==> config.mk <==
export PLATFORM = sky130hd
export DESIGN_NAME = pipe_stage_buffer_flat
export DESIGN_NICKNAME = d
export VERILOG_FILES = /design/src/rtl/pipe_stage_buffer_if.sv /design/src/rtl/pipe_stage_buffer.sv /design/src/flat_wrapper.sv
export SDC_FILE = /design/constraint.sdc
export NUM_CORES = 1
export LEC_CHECK = 0
export BUFFER_PORTS_ARGS = -buffer_cell sky130_fd_sc_hd__clkbuf_2
export CAP_MARGIN = 15
export CORE_UTILIZATION = 46
export DETAILED_ROUTE_END_ITERATION = 8
export MAX_ROUTING_LAYER = met4
export PLACE_DENSITY_LB_ADDON = 0.3
export SLEW_MARGIN = 5
export SYNTH_ARGS = -nofsm -noshare
export SYNTH_HDL_FRONTEND = slang
export SYNTH_SLANG_ARGS = --single-unit
==> constraint.sdc <==
create_clock -name clk -period 2.85 [get_ports clk]
set_clock_uncertainty 0.05 [all_clocks]
set_input_delay 0 -clock clk [delete_from_list [all_inputs] [get_ports clk]]
set_output_delay 0 -clock clk [all_outputs]
set_load 0.02 [all_outputs]
==> src/rtl/pipe_stage_buffer_if.sv <==
// pipe_stage_buffer_if
//   Valid/ready handshake bundle between two pipeline stages.
//   master : upstream producer / downstream consumer side (drives in_*, out_ready)
//   slave  : the stage buffer itself (drives in_ready, out_*)
//   Signals: in_valid, in_ready, in_ctrl[CTRL_W], in_data[DATA_W],
//            out_valid, out_ready, out_ctrl[CTRL_W], out_data[DATA_W]
interface pipe_stage_buffer_if #(
  parameter int DATA_W = 96,
  parameter int CTRL_W = 16
);
  logic              in_valid;
  logic              in_ready;
  logic [CTRL_W-1:0] in_ctrl;
  logic [DATA_W-1:0] in_data;
  logic              out_valid;
  logic              out_ready;
  logic [CTRL_W-1:0] out_ctrl;
  logic [DATA_W-1:0] out_data;

  modport master (
    output in_valid, in_ctrl, in_data, out_ready,
    input  in_ready, out_valid, out_ctrl, out_data
  );

  modport slave (
    input  in_valid, in_ctrl, in_data, out_ready,
    output in_ready, out_valid, out_ctrl, out_data
  );
endinterface

==> src/rtl/pipe_stage_buffer.sv <==
// pipe_stage_buffer
//   Pipeline stage register with valid/ready handshake and a two-entry skid
//   buffer (main + skid). in_ready and out_valid come straight from flops, so
//   there is no combinational path from out_ready to in_ready. Empty or
//   flushed slots present all-zero control. State updates on the falling edge.
//
//   Ports: clk    - clock (falling edge active)
//          reset  - asynchronous active-low reset
//          flush  - synchronous flush, drops held and incoming entries
//          bus    - pipe_stage_buffer_if.slave handshake/payload bundle
//          stall_cnt, bubble_cnt - saturating statistics counters, present
//                   only when PIPE_STAGE_STATS_EN is defined
//
//   state   | meaning
//   --------+------------------------------------------
//   S_EMPTY | nothing held, out_valid=0, in_ready=1
//   S_ONE   | main entry valid, skid empty
//   S_TWO   | main and skid valid, in_ready=0
module pipe_stage_buffer #(
  parameter int DATA_W = 96,
  parameter int CTRL_W = 16
) (
  input  logic clk,
  input  logic reset,
  input  logic flush,
  pipe_stage_buffer_if.slave bus
`ifdef PIPE_STAGE_STATS_EN
  ,
  output logic [15:0] stall_cnt,
  output logic [15:0] bubble_cnt
`endif
);

  typedef enum logic [1:0] {S_EMPTY, S_ONE, S_TWO} state_t;

  state_t            state_q, state_d;
  logic [CTRL_W-1:0] main_ctrl_q, main_ctrl_d;
  logic [DATA_W-1:0] main_data_q, main_data_d;
  logic [CTRL_W-1:0] skid_ctrl_q, skid_ctrl_d;
  logic [DATA_W-1:0] skid_data_q, skid_data_d;
  logic              in_ready_q, out_valid_q;
  logic              accept, pop;

  assign accept = bus.in_valid & in_ready_q;
  assign pop    = out_valid_q & bus.out_ready;

  always_comb begin
    state_d     = state_q;
    main_ctrl_d = main_ctrl_q;
    main_data_d = main_data_q;
    skid_ctrl_d = skid_ctrl_q;
    skid_data_d = skid_data_q;
    if (flush) begin
      state_d     = S_EMPTY;
      main_ctrl_d = '0;
      main_data_d = '0;
      skid_ctrl_d = '0;
      skid_data_d = '0;
    end else begin
      case (state_q)
        S_EMPTY: begin
          if (accept) begin
            state_d     = S_ONE;
            main_ctrl_d = bus.in_ctrl;
            main_data_d = bus.in_data;
          end
        end
        S_ONE: begin
          if (accept && pop) begin
            main_ctrl_d = bus.in_ctrl;
            main_data_d = bus.in_data;
          end else if (accept) begin
            state_d     = S_TWO;
            skid_ctrl_d = bus.in_ctrl;
            skid_data_d = bus.in_data;
          end else if (pop) begin
            // data is left in place so the bus does not toggle on a bubble
            state_d     = S_EMPTY;
            main_ctrl_d = '0;
          end
        end
        S_TWO: begin
          if (pop) begin
            state_d     = S_ONE;
            main_ctrl_d = skid_ctrl_q;
            main_data_d = skid_data_q;
            skid_ctrl_d = '0;
          end
        end
        default: state_d = S_EMPTY;
      endcase
    end
  end

  always_ff @(negedge clk or negedge reset) begin
    if (!reset) begin
      state_q     <= S_EMPTY;
      main_ctrl_q <= '0;
      main_data_q <= '0;
      skid_ctrl_q <= '0;
      skid_data_q <= '0;
      in_ready_q  <= 1'b1;
      out_valid_q <= 1'b0;
    end else begin
      state_q     <= state_d;
      main_ctrl_q <= main_ctrl_d;
      main_data_q <= main_data_d;
      skid_ctrl_q <= skid_ctrl_d;
      skid_data_q <= skid_data_d;
      in_ready_q  <= (state_d != S_TWO);
      out_valid_q <= (state_d != S_EMPTY);
    end
  end

  assign bus.in_ready  = in_ready_q;
  assign bus.out_valid = out_valid_q;
  // main_ctrl is already zero when empty; the gate makes that unconditional
  assign bus.out_ctrl  = out_valid_q ? main_ctrl_q : '0;
  assign bus.out_data  = main_data_q;

`ifdef PIPE_STAGE_STATS_EN
  logic [15:0] stall_q, bubble_q;

  // cleared by reset only; flush deliberately leaves the counts alone
  always_ff @(negedge clk or negedge reset) begin
    if (!reset) begin
      stall_q  <= '0;
      bubble_q <= '0;
    end else begin
      if (out_valid_q && !bus.out_ready && (stall_q != 16'hFFFF))
        stall_q <= stall_q + 16'd1;
      if (!out_valid_q && (bubble_q != 16'hFFFF))
        bubble_q <= bubble_q + 16'd1;
    end
  end

  assign stall_cnt  = stall_q;
  assign bubble_cnt = bubble_q;
`endif

endmodule

==> src/flat_wrapper.sv <==
// flat-port wrapper written by rule: the top's interface ports become plain ports
module pipe_stage_buffer_flat 
#(
  parameter int DATA_W = 96,
  parameter int CTRL_W = 16
)
  (clk, reset, flush, bus_in_valid, bus_in_ctrl, bus_in_data, bus_out_ready, bus_in_ready, bus_out_valid, bus_out_ctrl, bus_out_data);
  pipe_stage_buffer_if #(.DATA_W(DATA_W), .CTRL_W(CTRL_W)) bus_i ();
  input  logic clk;
  input  logic reset;
  input  logic flush;
  input wire logic [$bits(bus_i.in_valid)-1:0] bus_in_valid;
  input wire logic [$bits(bus_i.in_ctrl)-1:0] bus_in_ctrl;
  input wire logic [$bits(bus_i.in_data)-1:0] bus_in_data;
  input wire logic [$bits(bus_i.out_ready)-1:0] bus_out_ready;
  output wire logic [$bits(bus_i.in_ready)-1:0] bus_in_ready;
  output wire logic [$bits(bus_i.out_valid)-1:0] bus_out_valid;
  output wire logic [$bits(bus_i.out_ctrl)-1:0] bus_out_ctrl;
  output wire logic [$bits(bus_i.out_data)-1:0] bus_out_data;
  assign bus_i.in_valid = bus_in_valid;
  assign bus_i.in_ctrl = bus_in_ctrl;
  assign bus_i.in_data = bus_in_data;
  assign bus_i.out_ready = bus_out_ready;
  assign bus_in_ready = bus_i.in_ready;
  assign bus_out_valid = bus_i.out_valid;
  assign bus_out_ctrl = bus_i.out_ctrl;
  assign bus_out_data = bus_i.out_data;
  pipe_stage_buffer #(.DATA_W(DATA_W), .CTRL_W(CTRL_W)) u_core (.clk(clk), .reset(reset), .flush(flush), .bus(bus_i));
endmodule
Word level (Yosys, flattened, before mapping)
Index checks and enable logic that the tools add are counted.
Cells by class
  equal/unequal tests: 11
  multiplexer cells: 26
  bitwise operators: 2
  reduce and logical (&&, ||, !) cells: 11
Operators by type and width (number)
  96-bit 2-to-1 mux: 7
  96-bit one-hot mux with 3 select lines: 1
  16-bit 2-to-1 mux: 9
  16-bit one-hot mux with 3 select lines: 1
  16-bit one-hot mux with 2 select lines: 1
  2-bit 2-to-1 mux: 6
  3-bit by 2-bit != test with 1-bit output, second input constant: 4
  4-bit AND reduction: 2
  2-bit one-hot mux with 3 select lines: 1
  2-bit nonzero test: 3
  5-bit AND reduction: 1
  2-bit != test, second input constant: 2
  4-bit by 2-bit != test with 1-bit output, second input constant: 1
  4-bit != test, second input constant: 1
  4-bit nonzero test: 1
  3-bit != test, second input constant: 1
  3-bit AND reduction: 1
  3-bit nonzero test: 1
  1-bit AND: 2
  2-bit by 1-bit == test with 1-bit output, second input constant: 1
  2-bit == test, second input constant: 1
  2-bit zero test: 1
  1-bit logical AND: 1
Word-level totals
  flip-flop bits (word level): 228
  bits of input ports: 117
  output and inout port bits: 114
  word-level logic and storage cells: 57

Depth between registers and ports, before layout
Gate-level depths: netlist of run 1.
  depth after elaboration: 7
  mapped depth: 8
  mapped depth without buffers: 6

==> metrics.md, run 1 <==
| Metric | Value |
|---|---|
| Outcome | `finished, violations left` |
| Failing checks | `negative setup slack` |
| Internal | `roughly 6.3 mW` |
| CTS tree | `done` |
| Placed Area | `roughly 12000 µm²` |
| Final hold violation count | `0` |
| Global placement routability congestion | `just under 0.8` |
| Worst hold stages | `1` |
| Worst setup EP type | `primary output` |
| Synth cell types | `33` |
| DR pass1 iterations | `5` |
| Final setup fails | `7` |
| Die Ht | `150 µm` |
| Wire per inst | `approximately 18 µm` |
| Primary FF master, synth | `dfrtn_1` |
| CTS Buf Count | `25` |
| Post-synth EDFFs | `0` |
| Pwr dens | `~700 nW/µm²` |
| Initial Utilization | `~47%` |
| Clk_lat worst skew | `0.55 ns` |
| Synth Cell Area | `approximately 10000 µm²` |
| DP HPWL | `15500 µm` |
| Switching Fraction | `30.0%` |
| Initial antenna violation count | `0` |
| Hold Crit Start | `u_core.bus.out_data[69]` |
| Mapped Nets | `between 1000 and 1500` |
| Die X | `roughly 150 µm` |
| Synth top area share | `56.4%` |
| Num ports | `around 230` |
| Reg2Reg Depth | `6` |
| Net switching power | `approximately 2.7 mW` |
| Cells after synthesis | `about 940` |
| Hold buffer count at cts | `0` |
| Avg Cell Area, Syn | `10.8 µm²` |
| Root Buffer | `clkbuf_16` |
| Ys async rst share | `between 90% and 100%` |
| Max-slew violations | `0` |
| Clock share of power | `36.3%` |
| Post-route antenna net violation count | `0` |
| Largest net degree at the start of global routing | `66` |
| Row Count | `53` |
| Final instance area | `between 10000 and 15000 µm²` |
| Antenna diodes | `0` |
| Worst r2r src | `u_core.state_q[0]` |
| Synth top cells by count | `dfrtn_1 (227), nand2_1 (211), a21oi_1 (113), o2bb2ai_1 (112), mux2i_1 (96)` |
| Area Overhead vs Synth | `26.3%` |
| Nets | `between 1000 and 1500` |
| Non-filler cells, final | `1439` |
| Worst Path Required | `2.80 ns` |
| Vias in the first global route | `about 8000` |
| Logic gate share of total power | `between 20% and 30%` |
| Clock sinks | `228` |
| Unrepaired setup endpoints after global routing | `true` |
| Dominant cell by count in the synthesized netlist | `dfrtn_1` |
| GRT Total Usage | `23.3%` |
| CP startpoint | `u_core.bus.out_valid` |
| Core Region | `roughly 21000 µm²` |
| Setup Total Neg Slack | `-0.0644 ns` |
| Sequential share of the synthesized area | `56.6%` |
| GRT overflow | `0` |
| Yosys top cell by area | `dfrtn_1` |
| Vias/cell | `5.54` |
| Slew Limit Headroom | `between 40% and 50%` |
| Crit-path max FO | `10` |
| Ys Warns | `0` |
| Drt drc | `0` |
| Critical Path AT | `roughly 2.8 ns` |
| Starting DRC count in detailed routing | `372` |
| Placed cells | `around 1400` |
| Die ar. | `about 23000 µm²` |
| Clock buffer depth | `3` |
| Startpoint types | `register` |
| Routed WL | `about 25000 µm` |
| Flop pwr share | `a little over two fifths` |
| Main area contributors after synthesis | `dfrtn_1 (56%), o2bb2ai_1 (9.7%), mux2i_1 (9.5%), nand2_1 (7.9%), a21oi_1 (5.6%)` |
| Lkg Pwr | `5.66 nW` |
| I/O Buffers | `230` |
| Slew @ Worst Pin | `between 0.8 and 0.9 ns` |
| Maxcap violations | `0` |
| Reg clk slew, reported paths | `about 0.04 ns` |
| Post-Place Worst Slack | `0.0422 ns` |
| H-tree depth | `1` |
| Post-layout util | `60.0%` |
| Total of flip-flops plus latches after synthesis | `~230` |
| Post-route worst setup slack | `-0.0135 ns` |
| Vias | `~8000` |
| Max IR drop VDD | `between 0.0005 and 0.0006 V` |
| Hold Crit Class | `reg -> reg` |
| First-pass GRT wire length | `around 41000 µm` |
| Crit Path Class | `reg -> out` |
| Layout cells sized above 1 | `27.7%` |
-- flip-flops by register name, indices dropped and copies added (netlist names) --
signal	flops
u_core.bus.out_data	96
u_core.skid_data_q	96
u_core.bus.in_ready	1
u_core.main_ctrl_q	16
u_core.state_q	2
u_core.bus.out_valid	1
u_core.skid_ctrl_q	16
-- logic make-up after synthesis --
logic type / count (synthesis) / share of synthesized area [%]
buffers and inverters: 79 / 3.36
DFF: 228 / 56.6
adders and majority gates: 4 / 0.497
muxes: 96 / 9.54
AOI/OAI and AO/OA: 255 / 17.8
and+or+nand+nor: 275 / 12.2
-- power by group through the flow --
| stage | clock network, mW | logic [mW] | registers (mW) |
|---|---|---|---|
| finish | 3.29 | 1.93 | 3.84 |
| global route | 3.50 | 2.09 | 3.88 |
| CTS | 3.37 | 1.93 | 3.84 |
| detailed placement | 0.00439 | 1.88 | 3.88 |
| global placement | 0.00439 | 1.84 | 3.88 |
| floorplan | 0.00439 | 0.870 | 4.10 |
-- repair_timing --
action,CTS,global route
endpoints found under the setup margin,17,17
resized for setup,43,12
setup buffers,2,2
-- area by class of cell --
cell class	instances	area, µm²
clock buffers	33	696
clock inverters	13	148
fillers	1772	8490
inverters	2	7.51
multi-input cells	630	4100
flip-flops and latches	228	5710
well taps	275	344
repair buffers	258	1730
-- layout by cell type (no fill, tap or decap), drive strengths merged --
cell	instances
a21boi	2
a21oi	116
a221oi	16
a22oi	1
a311oi	2
and2	19
and4	1
buf	40
bufinv	3
clkbuf	251
clkinv	7
clkinvlp	2
dfrtn	227
dfstp	1
ha	4
inv	3
mux2i	96
nand2	212
nand2b	2
nand3	3
nand3b	17
nand4	1
nor2	2
nor2b	16
nor3	1
o211ai	2
o21ai	4
o2bb2ai	112
or2	1
-- metal layers --
metal | global-route usage (%) | vias to the layer above | part of all wire, %
li1 | - | 3733 | -
met5 | - | - | 0
met4 | 4.55 | 0 | 1.3
met3 | 6.04 | 27 | 7.5
met1 | 32.0 | 3958 | 46
met2 | 35.0 | 252 | 45
-- worst paths after layout --
| kind | to | slack, ns |
|---|---|---|
| min reg2reg | u_core.bus.out_data[69] | 0.38 |
| min | u_core.bus.out_data[69] | 0.38 |
| max | bus_out_ctrl[13] | -0.01 |
| max reg2reg | u_core.main_ctrl_q[9] | 0.50 |
| max in group asynchronous | u_core.skid_data_q[89] | 1.49 |
| min in group asynchronous | u_core.main_ctrl_q[1] | 0.60 |
-- critical path: stages, from the launching register on --
cell and delay [ns]:
dfrtn_1 0.47, buf_12 0.14, and2_1 0.13, clkbuf_8 0.14
-- stage by stage --
step	hold WS, ns	total power [mW]
final	0.382	9.06
after global routing	0.392	9.47
after CTS	0.387	9.14
after detailed placement	0.379	5.77
after global placement	0.380	5.73
after floorplan	0.359	4.98
No activity file was read; power rests on OpenSTA's default activity.
==> inputs of run 2 (changes only) <==
- CORE_UTILIZATION: 46 -> 45
==> run 2 against run 1 <==
Compared with the run above: the flow still finishes with violations (negative setup slack); clock power is 9.7% lower; critical path depth stayed put; count of clock-buffer cells in the layout stayed put; critical path type unchanged; critical endpoint is now bus_out_ctrl[14].
==> metrics.md, run 2 (synthesis gave the netlist of run 1 again) <==
| Metric | Value |
|---|---|
| Lkg Pwr | `about 5.6 nW` |
| Vias | `7760` |
| Die ar. | `about 23000 µm²` |
| Area of the multi-input gates | `slightly above 4000 µm²` |
| Vias/cell | `roughly 5.4` |
| DP HPWL | `~16000 µm` |
| Most frequent cells in the layout | `dfrtn_1 (227), nand2_1 (210), clkbuf_2 (210), a21oi_1 (113), o2bb2ai_1 (112)` |
| Row Count | `between 50 and 60` |
| Initial Utilization | `46.0%` |
| Outcome | `finished, violations left` |
| Core Region | `roughly 22000 µm²` |
| Root Buffer | `clkbuf_16` |
| Final Hold Slack | `0.381 ns` |
| Register area | `~5700 µm²` |
| Post-route antenna net violation count | `0` |
| CTS Buf Count | `25` |
| Die X | `roughly 150 µm` |
| First-pass GRT wire length | `~40000 µm` |
| Clock sinks | `between 200 and 250` |
| Num ports | `between 200 and 250` |
| Non-filler cells, final | `1442` |
| Crit Path Class | `reg -> out` |
| Final setup fails | `11` |
| Worst Path Required | `2.80 ns` |
| Final instance area | `12600 µm²` |
| Pwr dens | `692 nW/µm²` |
| Vias in the first global route | `approximately 7600` |
| Filler cell count | `1880` |
| Worst setup EP type | `primary output` |
| GRT Total Usage | `between 20% and 30%` |
| Slew Limit Headroom | `between 40% and 50%` |
| Max-slew violations | `0` |
| Setup Total Neg Slack | `-0.165 ns` |
| Largest net degree at the start of global routing | `74` |
| Post-Place Worst Slack | `0.0571 ns` |
| Slew @ Worst Pin | `roughly 0.9 ns` |
| Unrepaired setup endpoints after global routing | `true` |
| Area Overhead vs Synth | `25.4%` |
| DR pass1 iterations | `7` |
| Clock buffer depth | `3` |
| Critical Path AT | `approximately 2.8 ns` |
| Placed cells | `1398` |
| Nets | `~1300` |
| Failing checks | `negative setup slack` |
| Die Ht | `152 µm` |
| Pwr Total | `just under 9 mW` |
| Layout cells sized above 1 | `around 27%` |
| FF-to-FF setup slack | `0.69 ns` |
| Global placement routability congestion | `between 0.7 and 0.8` |
| Initial antenna violation count | `0` |
| Post-route worst setup slack | `-0.0204 ns` |
| Crit-path max FO | `12` |
| Leading cell type in the layout, fill and taps excluded | `dfrtn_1` |
| Hold Crit Class | `reg -> reg` |
| Wire per inst | `17.8 µm` |
| Clk_lat worst skew | `0.55 ns` |
| Reg clk slew, reported paths | `0.04 ns` |
| Final hold violation count | `0` |
| Maxcap violations | `0` |
| Max IR drop VDD | `between 0.0004 and 0.0005 V` |
| Routed WL | `approximately 26000 µm` |
| CTS tree | `done` |
| Drt drc | `0` |
| Hold buffer count at cts | `0` |
| Starting DRC count in detailed routing | `380` |
| Post-layout util | `between 50 and 60%` |
| H-tree depth | `1` |
| Antenna diodes | `0` |
| Startpoint types | `register` |
| Placed Area | `between 10000 and 15000 µm²` |
| I/O Buffers | `230` |
| GRT overflow | `0` |
[run 2: cell count changes in the layout (fill, tap and decap cells not counted), sizes merged]
cell | before | now
inv | 3 | 5
bufinv | 3 | 0
buf | 40 | 44
clkinv | 7 | 3
clkinvlp | 2 | 0
clkbuf | 251 | 252
[run 2: final timing paths]
| kind | startpoint | endpoint | depth (start not counted) |
|---|---|---|---|
| hold reg to reg | u_core.bus.out_data[4] | u_core.bus.out_data[4] | 1 |
| setup reg to reg | u_core.state_q[0] | u_core.main_ctrl_q[1] | 6 |
| min in group asynchronous | reset | u_core.main_ctrl_q[10] | 1 |
| hold / removal | u_core.bus.out_data[4] | u_core.bus.out_data[4] | 1 |
| max in group asynchronous | reset | u_core.bus.out_data[14] | 2 |
| setup / recovery | u_core.bus.out_valid | bus_out_ctrl[14] | 3 |
[run 2: timing repair]
item / CTS / global route
pin swaps: 0 / 0
setup endpoints to repair: 17 / 17
gates cloned: 0 / 0
buffers inserted: 3 / 3
resized for setup: 29 / 21
[run 2: critical path, stage by stage (launching register included)]
cell and delay, ns:
dfrtn_1 0.47, buf_12 0.15, and2_1 0.13, clkbuf_8 0.14
[run 2: area by class of cell]
type	instances	share of cell area, %
Clock buffer	33	5.67
Clock inverter	6	0.208
Inverter	2	0.0594
Multi-Input combinational cell	630	32.4
Sequential cell	228	45.2
Tap cell	280	2.77
Timing Repair Buffer	263	13.7
[run 2: metal layers]
layer / wire (µm) / track usage, % / vias up
met3: 1640 / 5.06 / 26
li1: - / - / 3733
met5: 0 / - / -
met4: 388 / 4.80 / 0
met2: 11800 / 34.7 / 200
met1: 11800 / 30.9 / 3801
[run 2: power breakdown]
part	internal [mW]	switching [mW]	leakage, nW
registers	3.63	0.209	3.11
clock network	1.73	1.23	0.381
logic	0.736	1.20	2.14
